## config.mk

```make
export PLATFORM = sky130hd
export DESIGN_NAME = row_group_scheduler
export DESIGN_NICKNAME = d
export VERILOG_FILES = /design/src/rtl/row_group_pkg.sv /design/src/rtl/rg_row_fifo.sv /design/src/rtl/row_group_scheduler.sv
export SDC_FILE = /design/constraint.sdc
export NUM_CORES = 1
export LEC_CHECK = 0
export ABC_AREA = 0
export ABC_CLOCK_PERIOD_IN_PS = 7200
export CORE_MARGIN = 4
export CORE_UTILIZATION = 28
export DETAILED_ROUTE_END_ITERATION = 16
export HOLD_SLACK_MARGIN = 0.08
export PLACE_DENSITY = 0.44
export SLEW_MARGIN = 30
export SYNTH_ARGS = -nofsm -noshare
export SYNTH_HDL_FRONTEND = slang
export SYNTH_HIERARCHICAL = 1
export SYNTH_SLANG_ARGS = --single-unit
```

## constraint.sdc

```tcl
create_clock -name i_clk -period 7.2 [get_ports i_clk]
set_clock_uncertainty 0.1 [all_clocks]
set_input_delay 1.08 -clock i_clk [delete_from_list [all_inputs] [get_ports i_clk]]
set_output_delay 1.08 -clock i_clk [all_outputs]
set_load 0.02 [all_outputs]
```

## src/rtl/row_group_pkg.sv

```systemverilog
// row_group_pkg: shared state encoding and sizing helpers for the row group scheduler
package row_group_pkg;
    typedef enum logic [1:0] {ST_IDLE, ST_RAMP, ST_STREAM, ST_DONE} state_t;
    localparam int DEF_NUM_ROWS   = 4;
    localparam int DEF_DATA_WIDTH = 8;
    localparam int DEF_FIFO_DEPTH = 8;
    localparam int DEF_SKEW_WIDTH = 2;
    function automatic int cnt_bits(input int rows, input int skew_w);
        return $clog2((rows - 1) * (2 ** skew_w - 1) + 2);
    endfunction
endpackage

```

## src/rtl/rg_row_fifo.sv

```systemverilog
// rg_row_fifo: per-row synchronous FIFO with a registered read word
module rg_row_fifo #(
    parameter int DATA_WIDTH = 8,
    parameter int FIFO_DEPTH = 8
) (
    input  logic                  i_clk,
    input  logic                  i_nrst,
    input  logic                  i_push,
    input  logic [DATA_WIDTH-1:0] i_wr_data,
    input  logic                  i_pop,
    output logic                  o_full,
    output logic                  o_empty,
    output logic [DATA_WIDTH-1:0] o_data
);
    localparam int AW = $clog2(FIFO_DEPTH);
    logic [DATA_WIDTH-1:0] r_mem [FIFO_DEPTH];
    logic [AW:0]           r_wptr, r_rptr;
    logic [DATA_WIDTH-1:0] r_data;
    logic                  w_push, w_pop;
    assign o_empty = r_wptr == r_rptr;
    assign o_full  = (r_wptr[AW] != r_rptr[AW]) && (r_wptr[AW-1:0] == r_rptr[AW-1:0]);
    assign w_push  = i_push & ~o_full;
    assign w_pop   = i_pop & ~o_empty;
    assign o_data  = r_data;
    // storage array; the pointers alone decide which entries are live
    always_ff @(posedge i_clk) begin
        if (w_push) r_mem[r_wptr[AW-1:0]] <= i_wr_data;
    end
    // pointer update and read-word register, which holds its value between pops
    always_ff @(posedge i_clk) begin
        if (!i_nrst) begin
            r_wptr <= '0;
            r_rptr <= '0;
            r_data <= '0;
        end else begin
            if (w_push) r_wptr <= r_wptr + (AW+1)'(1);
            if (w_pop) begin
                r_rptr <= r_rptr + (AW+1)'(1);
                r_data <= r_mem[r_rptr[AW-1:0]];
            end
        end
    end
endmodule

```

## src/rtl/row_group_scheduler.sv

```systemverilog
// row_group_scheduler: buffers per-row words and drains them with a programmable systolic skew
module row_group_scheduler import row_group_pkg::*; #(
    parameter int NUM_ROWS   = DEF_NUM_ROWS,
    parameter int DATA_WIDTH = DEF_DATA_WIDTH,
    parameter int FIFO_DEPTH = DEF_FIFO_DEPTH,
    parameter int SKEW_WIDTH = DEF_SKEW_WIDTH,
    parameter int CNT_WIDTH  = cnt_bits(NUM_ROWS, SKEW_WIDTH)
) (
    input  logic                           i_clk,
    input  logic                           i_nrst,
    input  logic                           i_reg_clear,
    input  logic [NUM_ROWS-1:0]            i_row_mask,
    input  logic [SKEW_WIDTH-1:0]          i_skew,
    input  logic                           i_start,
    input  logic                           i_stall,
    input  logic                           i_wr_valid,
    input  logic [$clog2(NUM_ROWS)-1:0]    i_wr_row,
    input  logic [DATA_WIDTH-1:0]          i_wr_data,
    output logic                           o_wr_ready,
    input  logic                           i_wr_last,
    output logic [NUM_ROWS*DATA_WIDTH-1:0] o_data,
    output logic [NUM_ROWS-1:0]            o_data_valid,
    output logic                           o_busy,
    output logic                           o_done,
    output logic                           o_underflow
);
    localparam int RW = $clog2(NUM_ROWS);
    state_t                r_state, w_next;
    logic [CNT_WIDTH-1:0]  r_cnt, w_ramp_end;
    logic [CNT_WIDTH-1:0]  w_thresh [NUM_ROWS];
    logic [NUM_ROWS-1:0]   r_mask, r_valid, w_active, w_pop, w_push, w_empty, w_full;
    logic [SKEW_WIDTH-1:0] r_skew;
    logic                  r_last, r_underflow, w_nrst, w_busy, w_run, w_underrun;
    assign w_nrst       = i_nrst & ~i_reg_clear;
    assign w_busy       = (r_state == ST_RAMP) || (r_state == ST_STREAM);
    assign w_run        = w_busy & ~i_stall;
    assign w_underrun   = |(w_active & w_empty) & ~i_stall & ~r_last;
    assign o_wr_ready   = ~w_full[i_wr_row] & (r_state != ST_DONE);
    assign o_data_valid = r_valid;
    assign o_busy       = w_busy;
    assign o_done       = r_state == ST_DONE;
    assign o_underflow  = r_underflow;
    for (genvar r = 0; r < NUM_ROWS; r++) begin : g_row
        assign w_thresh[r] = CNT_WIDTH'(r_skew) * CNT_WIDTH'(r);
        assign w_active[r] = w_busy & r_mask[r] & (r_cnt >= w_thresh[r]);
        assign w_pop[r]    = w_active[r] & ~i_stall & ~w_empty[r];
        assign w_push[r]   = i_wr_valid & o_wr_ready & (i_wr_row == RW'(r));
        rg_row_fifo #(.DATA_WIDTH(DATA_WIDTH), .FIFO_DEPTH(FIFO_DEPTH)) u_fifo (
            .i_clk     (i_clk),
            .i_nrst    (w_nrst),
            .i_push    (w_push[r]),
            .i_wr_data (i_wr_data),
            .i_pop     (w_pop[r]),
            .o_full    (w_full[r]),
            .o_empty   (w_empty[r]),
            .o_data    (o_data[r*DATA_WIDTH +: DATA_WIDTH])
        );
    end
    // the ramp ends once the highest enabled row has reached its launch point
    always_comb begin
        w_ramp_end = '0;
        for (int k = 0; k < NUM_ROWS; k++) w_ramp_end = r_mask[k] ? w_thresh[k] : w_ramp_end;
    end
    // launch/drain sequencing
    always_comb begin
        w_next = r_state;
        case (r_state)
            ST_IDLE:   if (i_start) w_next = (|i_row_mask) ? ST_RAMP : ST_DONE;
            ST_RAMP:   if (r_cnt >= w_ramp_end) w_next = ST_STREAM;
            ST_STREAM: if (r_last && !(|(r_mask & ~w_empty)) && !(|w_pop)) w_next = ST_DONE;
            default:   w_next = ST_IDLE;
        endcase
    end
    // state register
    always_ff @(posedge i_clk) begin
        r_state <= !w_nrst ? ST_IDLE : w_next;
    end
    // launch configuration, skew counter, last-write latch, sticky underflow and row valids
    always_ff @(posedge i_clk) begin
        if (!w_nrst) begin
            r_cnt       <= '0;
            r_mask      <= '0;
            r_skew      <= '0;
            r_last      <= 1'b0;
            r_underflow <= 1'b0;
            r_valid     <= '0;
        end else begin
            if (r_state == ST_IDLE && i_start) begin
                r_mask <= i_row_mask;
                r_skew <= i_skew;
                r_cnt  <= '0;
            end else if (w_run && r_cnt != '1) begin
                r_cnt <= r_cnt + CNT_WIDTH'(1);
            end
            r_last      <= (r_state == ST_DONE) ? 1'b0 : (r_last | i_wr_last);
            r_underflow <= r_underflow | w_underrun;
            r_valid     <= w_pop;
        end
    end
endmodule

```

==> out/qor.yml, run 1 <==
ys_seq_elements: 338
first_iter_violations: 489
synth_edf_count: 256
pin_count: 63
outcome: "completed"
setup_violations: 0
antenna_left: 0
synth_cell_types: 58
gp_congestion: 0.730
post-route-period-util_pct: 60.6
r2r_cells: 7
vias_per_cell: 4.51
final_cell_mix: "edfxtp_1 (256), dfxtp_1 (82), clkdlybuf4s50_1 (61)"
cp.required_ps: 6020
drive_gt1_share_pct: 16.5
core_um2: 50200
slowest_stage: "dfxtp_1"
die_y_um: 233
design_area_um2: 16700
hold_depth: 1
grt_util_all_layers_pct: 11.8
max-clock-path-buffers: 3
postCtsSetupRepairBufs: 0
start_util_pct: 28.3
syn-mean-instance-area_um2: 16.3
routed_wl_mm: 31.7
arrival_ps: 3190
wl_per_cell_um: 19.1
syn_area_um2: 14200
crit_path_start_kind: "register"
rrSetupSlack_ps: 3730
drtPass1Iterations: 4
worst_pin_slew_ps: 886
post-place-ws_ps: 2950
syn_inst: 871
cts_buffers: 38
nets: 1003
fmax_mhz: 229
max_stage_delay_ps: 780
hold_viol: 0
cts.sinks: 338
dp_hpwl_mm: 20.3
max-slew-margin-rel_pct: 40.6
grt_pass1_vias: 7755
antenna_found_initial: 1
synth-seq-area-share_pct: 65.8
grt_max_degree: 52
cts_root_buffer: "clkbuf_16"
yosys_warnings: 6
min_path_type: "register to register"
die_x_um: 233
path_cells: "xor2_1, nor4_1, mux4_2, nor2_1, clkdlybuf4s50_1"
pwr_density_cell_nw_per_um2: 241
syn2layout_area_growth_pct: 17.8
fin_ws_ps: 2830
vias: 7467
criticalPathCategory: "register to primary output"
fin_util_pct: 33.3
cellLeakagePower_uw: 0.00527
synth_flop_cell: "edfxtp_1"
rsz0062_at_grt: "no"
ctsHoldBuffers: 0
die-area_um2: 54300
grt_pass1_wl_mm: 48.6
critPathCaptureType: "primary output"
mostFrequentLayoutCell: "edfxtp_1"
insertion_delay_ps: 540
grt-ovfl-total: 0
crit_path_max_fanout: 13
clkSlewWorstSetupHoldPaths_ps: 60
cts_tree: "yes"
diodes: 0
placed_cell_area_um2: 15500
setup-tns-final_ps: 0
cts_max_level: 2
std_cell_rows: 82
min_period_ps: 4370
synthArstFlopShare_pct: 0
drcViolationCount: 0
drv_cap: 0
ir_drop_mv: 0.139
io_buffers: 62
syn_nets: 920
maxSlewViolCount: 0
cts_resized: 0
## through the flow
step	cells	power, uW	hold slack, ps
finish	1654	4040	359
global route	1654	4210	384
CTS	1654	4110	362
detailed placement	1586	2270	349
global placement	1586	2270	346
floorplan	871	2200	356
## Yosys cell counts (11+ instances only)
cell type  number  area [um^2]
a21oi_1        13         65.1
and2_1         11         68.8
dfxtp_1        82         1640
edfxtp_1      256         7690
ha_1           26          325
inv_1          24         90.1
mux2i_1        44          440
mux4_2         59         1330
nand2_1        45          169
nand2b_1       30          188
nand3_1        33          165
nor2_1         42          158
nor3_1         18         90.1
o21ai_0        16         80.1
o2bb2ai_1      28          245
xnor2_1        21          184
xor2_1         11         96.3
## power by group
part / total, uW / internal [uW] / leakage, uW / switching (uW)
logic: 113 / 39.2 / 0.00174 / 74.0
clock network: 1810 / 1050 / 0.000564 / 759
registers: 2110 / 2100 / 0.00297 / 6.19
## worst paths after layout
check / endpoint / from
worst max register to register: g_row[1].u_fifo/r_mem[6][7] / g_row[1].u_fifo/r_rptr[1]
worst min register to register: g_row[1].u_fifo/o_data[7] / g_row[1].u_fifo/o_data[7]
worst max-delay path: o_wr_ready / g_row[0].u_fifo/r_rptr[0]
worst min-delay path: g_row[1].u_fifo/o_data[7] / g_row[1].u_fifo/o_data[7]
## kinds of logic after synthesis
kind of cell	after synthesis	synth area share [%]
flops	338	65.8
compound gates	95	6.11
mux	109	13.6
buf+inv	64	2.59
xor+xnor	36	2.43
fa+ha+maj	26	2.29
simple gates	203	7.22
## worst max-delay path: cells and delay by family (launching register included)
family	cells	cell delay [ps]
xor+xnor	1	400
mux	1	480
simple gates	2	340
flops	1	780
buf+inv	1	650
## final cells by class
| type | count | area (um^2) |
|---|---|---|
| well taps | 672 | 841 |
| multi-input cells | 469 | 4530 |
| repair buffers | 82 | 766 |
| fillers | 4835 | 33500 |
| clock inverters | 10 | 100 |
| inverters | 25 | 97.6 |
| flip-flops and latches | 338 | 9330 |
| clock buffers | 58 | 1060 |
## metal layers
metal	global-route usage [%]	share of wire, %
met1	16.9	48
met4	2.71	1.7
met2	18.6	46
met3	2.51	4.3
met5	0	0
## registers in the layout (all words and copies together) (netlist names)
register / cells
g_row.u_fifo/o_data: 32
g_row.u_fifo/r_mem: 256
g_row.u_fifo/r_rptr: 16
g_row.u_fifo/r_wptr: 16
o_data_valid: 4
o_underflow: 1
r_cnt: 4
r_last: 1
r_mask: 4
r_skew: 2
r_state: 2
Power figures use the tool's default switching activity.
==> run 2: changes to the inputs <==
Settings changed: ABC_CLOCK_PERIOD_IN_PS 7200 to 3550, PLACE_DENSITY 0.44 to 0.46.
Clock period 7.2 ns to 3.55 ns, I/O delays scaled along.
==> run 2 against run 1 <==
Against the previous run: final cell count rose by 2.8%; die area is the same; critical path depth is the same; largest cell class unchanged; highest routed layer unchanged.
==> out/qor.yml, run 2 (synthesis gave the netlist of run 1 again) <==
seq_power_share_pct: 51.2  # -1.1 points
clkSlewWorstSetupHoldPaths_ps: 60  # about the same
criticalPathCategory: "register to primary output"
grt_pass1_vias: 7750  # -0.064%
std_cell_rows: 82  # unchanged
io_buffers: 62  # unchanged
fin_total_pwr_uw: 8360  # +110%
drtPass1Iterations: 5  # +1
hold_viol: 0  # unchanged
switching_share_pct: 21.1  # +0.32 points
cp_common_cell: "nor2_1"
rsz0062_at_grt: "no"
vias: 7694  # +3.0%
grt_pass1_wl_mm: 48.4  # -0.55%
path_cells: "xnor2_1, nor2_1, mux4_2, nor2_1, clkdlybuf4s50_1"
cts.sinks: 338  # unchanged
intPower_uw: 6600  # +110%
cts_tree: "yes"
insertion_delay_ps: 540  # about the same
max-slew-margin-rel_pct: 52.7  # +12 points
routed_wl_mm: 31.8  # +0.34%
nets: 1048  # +4.5%
max_stage_delay_ps: 640  # -140 ps
pin_count: 63  # unchanged
drive_gt1_share_pct: 20.4  # +3.9 points
cts_buffers: 39  # +2.6%
arrival_ps: 2730  # -460 ps
worst_pin_slew_ps: 705  # -181 ps
largest_register_ffs: 256  # unchanged
min_path_type: "register to register"
drv_cap: 0  # unchanged
pwr_density_cell_nw_per_um2: 489  # +100%
share_comb_of_total_power_pct: 2.8  # about the same
cp.required_ps: 2920  # -3100 ps
core_um2: 50200  # unchanged
cts_root_buffer: "clkbuf_16"
drcViolationCount: 0  # unchanged
grt_util_all_layers_pct: 11.7  # -0.12 points
postCtsSetupRepairBufs: 0  # unchanged
grt_max_degree: 33  # -37%
max-clock-path-buffers: 3  # unchanged
cp_top_family: "buffers and inverters"
antenna_left: 0  # unchanged
placed_cell_area_um2: 15900  # +2.0%
min_period_ps: 3370
final_cell_mix: "edfxtp_1 (256), dfxtp_1 (82), buf_4 (64)"
setup_violations: 0  # unchanged
syn2layout_area_growth_pct: 20.5
start_util_pct: 28.3  # unchanged
design_area_um2: 17100  # +2.3%
die-area_um2: 54300  # unchanged
dp_hpwl_mm: 20.4  # +0.53%
critPathBufInv: 1  # unchanged
cts_max_level: 2  # unchanged
power.share.clock_pct: 46.0  # +1.1 points
crit_path_start_kind: "register"
crit_path_max_fanout: 4  # -9
maxSlewViolCount: 0  # unchanged
cellLeakagePower_uw: 0.00551  # +4.6%
post-route-period-util_pct: 94.8
die_x_um: 233  # unchanged
diodes: 0  # unchanged
ir_drop_mv: 0.350  # +150%
setup-tns-final_ps: 0  # unchanged
antenna_found_initial: 1  # unchanged
outcome: "completed"
vias_per_cell: 4.52  # +0.19%
grt-ovfl-total: 0  # unchanged
critPathCaptureType: "primary output"
whs_ps: 363  # +3.80 ps
fin_util_pct: 34.1  # +0.76 points
slowest_stage: "clkdlybuf4s50_1"
mostFrequentLayoutCell: "edfxtp_1"
die_y_um: 233  # unchanged
first_iter_violations: 503  # +2.9%
fmax_mhz: 297
p_switching_uw: 1770  # +110%
gp_congestion: 0.727  # -0.36%
wl_per_cell_um: 18.7  # -2.4%
-- run 2: cell count changes in the layout (fill, tap and decap cells not counted), sizes merged --
cell	delta
clkinv	+11
buf	+43
bufinv	+1
inv	+1
clkdlybuf4s50	+1
clkbuf	-10
-- run 2: power by group through the flow --
| stage | logic, uW | clock network [uW] | registers (uW) |
|---|---|---|---|
| 2_1_floorplan | 116 | 0 | 4360 |
| 3_5_place_dp | 241 | 0 | 4360 |
| 3_3_place_gp | 240 | 0 | 4360 |
| 5_1_grt | 261 | 4160 | 4280 |
| 6_report | 237 | 3850 | 4280 |
| 4_1_cts | 242 | 3980 | 4280 |
-- run 2: worst reg2reg max path, stage by stage, from the launching register on --
cell       delay [ps]
dfxtp_1           470
inv_1             100
ha_1              320
ha_1              280
a21oi_1            50
o21ai_0           320
nand2_1           130
nor2_1            140
buf_4             180
o41ai_4           130
and2_1            310
o2bb2ai_1         170
-- run 2: final timing paths --
kind / from / endpoint / slack, ps / depth (start not counted)
worst min-delay path: g_row[1].u_fifo/o_data[4] / g_row[1].u_fifo/o_data[4] / 360 / 1
worst max register to register: r_skew[0] / g_row[3].u_fifo/o_data[2] / 710 / 11
worst max-delay path: g_row[1].u_fifo/r_rptr[3] / o_wr_ready / 180 / 5
worst min register to register: g_row[1].u_fifo/o_data[4] / g_row[1].u_fifo/o_data[4] / 360 / 1
-- run 2: routing by layer --
| layer | track usage, % | vias to the layer above | wire, um | share of wire [%] |
|---|---|---|---|---|
| met5 | 0 | - | 0 | 0 |
| met4 | 3.57 | 0 | 603 | 1.9 |
| met2 | 17.9 | 140 | 14400 | 45 |
| li1 | - | 3636 | - | - |
| met1 | 17.0 | 3880 | 15300 | 48 |
| met3 | 2.11 | 38 | 1380 | 4.3 |
-- run 2: cell type report --
cell class / instances / area, um^2
fill: 4845 / 33100
sequential: 338 / 9330
multi-input combinational: 469 / 4500
timing repair buffer: 126 / 1100
clock buffer: 48 / 1040
tap: 672 / 841
clock inverter: 23 / 184
inverter: 25 / 97.6
-- run 2: metrics by stage --
stage          worst slack, ps  cells
6_report                   184   1701
5_1_grt                   3.35   1701
4_1_cts                   24.6   1701
3_5_place_dp               458   1630
3_3_place_gp               495   1630
2_1_floorplan              577    871
-- run 2: repair_timing --
action	4_1_cts	5_1_grt
hold buffers	0	0
gates resized for setup	0	2
setup endpoints to repair	0	1
==> run 3: changes to the inputs <==
Settings changed: ABC_CLOCK_PERIOD_IN_PS 3550 to 4160, CORE_MARGIN 4 to not set, PLACE_DENSITY 0.46 to not set.
Clock period 3.55 ns to 4.16 ns, I/O delays scaled along.
==> run 3 against run 2 <==
Against the previous run: global-route usage is 0.20 points higher; non-clock buffer count is 31 lower; sequential power is 15% lower; power is 13% lower; via count is 0.62% lower; final cell count is 2.0% lower; critical path depth is 1 higher; critical endpoint unchanged.
==> out/qor.yml, run 3 (synthesis gave the netlist of run 1 again) <==
outcome: "completed"
cellLeakagePower_uw: 0.00536  # -2.7%
start_util_pct: 28.3  # +0.058 points
pin_count: 63  # unchanged
nets: 1015  # -3.1%
grt_pass1_vias: 7824  # +0.95%
criticalPathCategory: "register to primary output"
drcViolationCount: 0  # unchanged
setup_violations: 0  # unchanged
std_cell_rows: 82  # unchanged
diodes: 0  # unchanged
syn2layout_area_growth_pct: 19.2
min_period_ps: 3600
cts_root_buffer: "clkbuf_16"
grt_max_degree: 33  # unchanged
antenna_left: 0  # unchanged
post-route-period-util_pct: 86.5
worst_pin_slew_ps: 811  # +107 ps
max-clock-path-buffers: 3  # unchanged
cts_max_level: 2  # unchanged
seq_power_share_pct: 50.2  # -1.0 points
antenna_found_initial: 0  # -1
largest_register_ffs: 256  # unchanged
grt-ovfl-total: 0  # unchanged
dp_hpwl_mm: 19.8  # -3.0%
mostFrequentLayoutCell: "edfxtp_1"
fillCellCount: 4883  # +0.78%
power.share.clock_pct: 47.1  # +1.1 points
drtPass1Iterations: 5  # unchanged
drv_cap: 0  # unchanged
fmax_mhz: 278
postCtsSetupRepairBufs: 0  # unchanged
io_buffers: 62  # unchanged
dp.cells: 1599  # -1.9%
cts_tree: "yes"
setup-tns-final_ps: 0  # unchanged
arrival_ps: 2870  # +140 ps
critPathCaptureType: "primary output"
first_iter_violations: 524  # +4.2%
maxSlewViolCount: 0  # unchanged
path_cells: "buf_4, xor2_1, nor4_1, mux4_2, nor2_1, clkdlybuf4s50_1"
vias: 7646  # -0.62%
insertion_delay_ps: 530  # about the same
max_stage_delay_ps: 630  # about the same
grt_util_all_layers_pct: 11.9  # +0.20 points
drive_gt1_share_pct: 17.8  # -2.6 points
grt_pass1_wl_mm: 46.5  # -3.9%
critPathBufInv: 2  # +1
cts_buffers: 37  # -5.1%
ir_drop_mv: 0.280  # -20%
die_x_um: 227  # -2.6%
gp_congestion: 0.768  # +5.6%
cts.sinks: 338  # unchanged
slowest_stage: "clkdlybuf4s50_1"
intPower_uw: 5800  # -12%
rsz0062_at_grt: "no"
cp_top_family: "buffers and inverters"
max-slew-margin-rel_pct: 45.6  # -7.0 points
ctsHoldBuffers: 0  # unchanged
cts_resized: 0  # unchanged
cp.required_ps: 3440  # +520 ps
vias_per_cell: 4.59  # +1.4%
pwr_density_cell_nw_per_um2: 430  # -12%
hold_viol: 0  # unchanged
clkSlewWorstSetupHoldPaths_ps: 60  # about the same
finalNonFillerCells: 1667  # -2.0%
final_cell_mix: "edfxtp_1 (256), dfxtp_1 (82), clkdlybuf4s50_1 (61)"
crit_path_start_kind: "register"
routed_wl_mm: 30.6  # -3.8%
switching_share_pct: 20.2  # -0.93 points
die_y_um: 227  # -2.6%
min_path_type: "register to register"
die-area_um2: 51600  # -5.1%
wl_per_cell_um: 18.3  # -1.8%
share_comb_of_total_power_pct: 2.7  # about the same
crit_path_max_fanout: 13  # +9
p_switching_uw: 1470  # -17%
core_um2: 50100  # -0.20%
## run 3: worst reg2reg max path, delay by kind of cell (launching register included)
kind | cells | cell delay [ps]
flops | 1 | 330
compound gates | 1 | 230
fa+ha+maj | 1 | 400
simple gates | 4 | 1750
## run 3: final timing paths
kind | cells past startpoint | end | start | slack (ps)
setup / recovery | 6 | o_wr_ready | g_row[0].u_fifo/r_rptr[0] | 560
hold / removal | 1 | g_row[1].u_fifo/o_data[4] | g_row[1].u_fifo/o_data[4] | 360
setup reg to reg | 6 | g_row[0].u_fifo/r_mem[5][1] | r_state[0] | 990
hold reg to reg | 1 | g_row[1].u_fifo/o_data[4] | g_row[1].u_fifo/o_data[4] | 360
## run 3: final cells by class
| type | instances | area (um^2) | area share, % |
|---|---|---|---|
| Sequential cell | 338 | 9330 | 55.2 |
| Multi-Input combinational cell | 469 | 4490 | 26.5 |
| Clock buffer | 50 | 1050 | 6.19 |
| Timing Repair Buffer | 95 | 863 | 5.11 |
| Tap cell | 672 | 841 | 4.97 |
| Clock inverter | 18 | 245 | 1.45 |
| Inverter | 25 | 97.6 | 0.577 |
## run 3: stage by stage
step / area, um^2 / hold WS [ps] / utilization [%] / setup slack [ps] / power (uW)
after CTS: 16900 / 368 / 33.8 / 549 / 7350
after floorplan: 14200 / 356 / - / 1190 / 3820
after global placement: 15600 / 349 / 31.2 / 723 / 3920
after global routing: 16900 / 380 / 33.8 / 413 / 7510
after detailed placement: 15600 / 346 / 31.2 / 700 / 3920
final: 16900 / 365 / 33.8 / 563 / 7270
## run 3: metal layers
metal	global-route usage (%)	routed length (um)	share of wire (%)	vias to the layer above
li1	-	-	-	3563
met1	16.4	14400	47	3898
met2	19.0	14200	46	149
met3	2.48	1530	5.0	36
met4	3.16	523	1.7	0
met5	0	0	0	-
## run 3: power groups by stage
stage / clock [uW] / sequential (uW) / combinational (uW)
final: 3420 / 3650 / 196
after floorplan: 0 / 3720 / 98.7
after global routing: 3640 / 3650 / 214
after detailed placement: 0 / 3720 / 199
after global placement: 0 / 3720 / 196
after CTS: 3500 / 3650 / 199
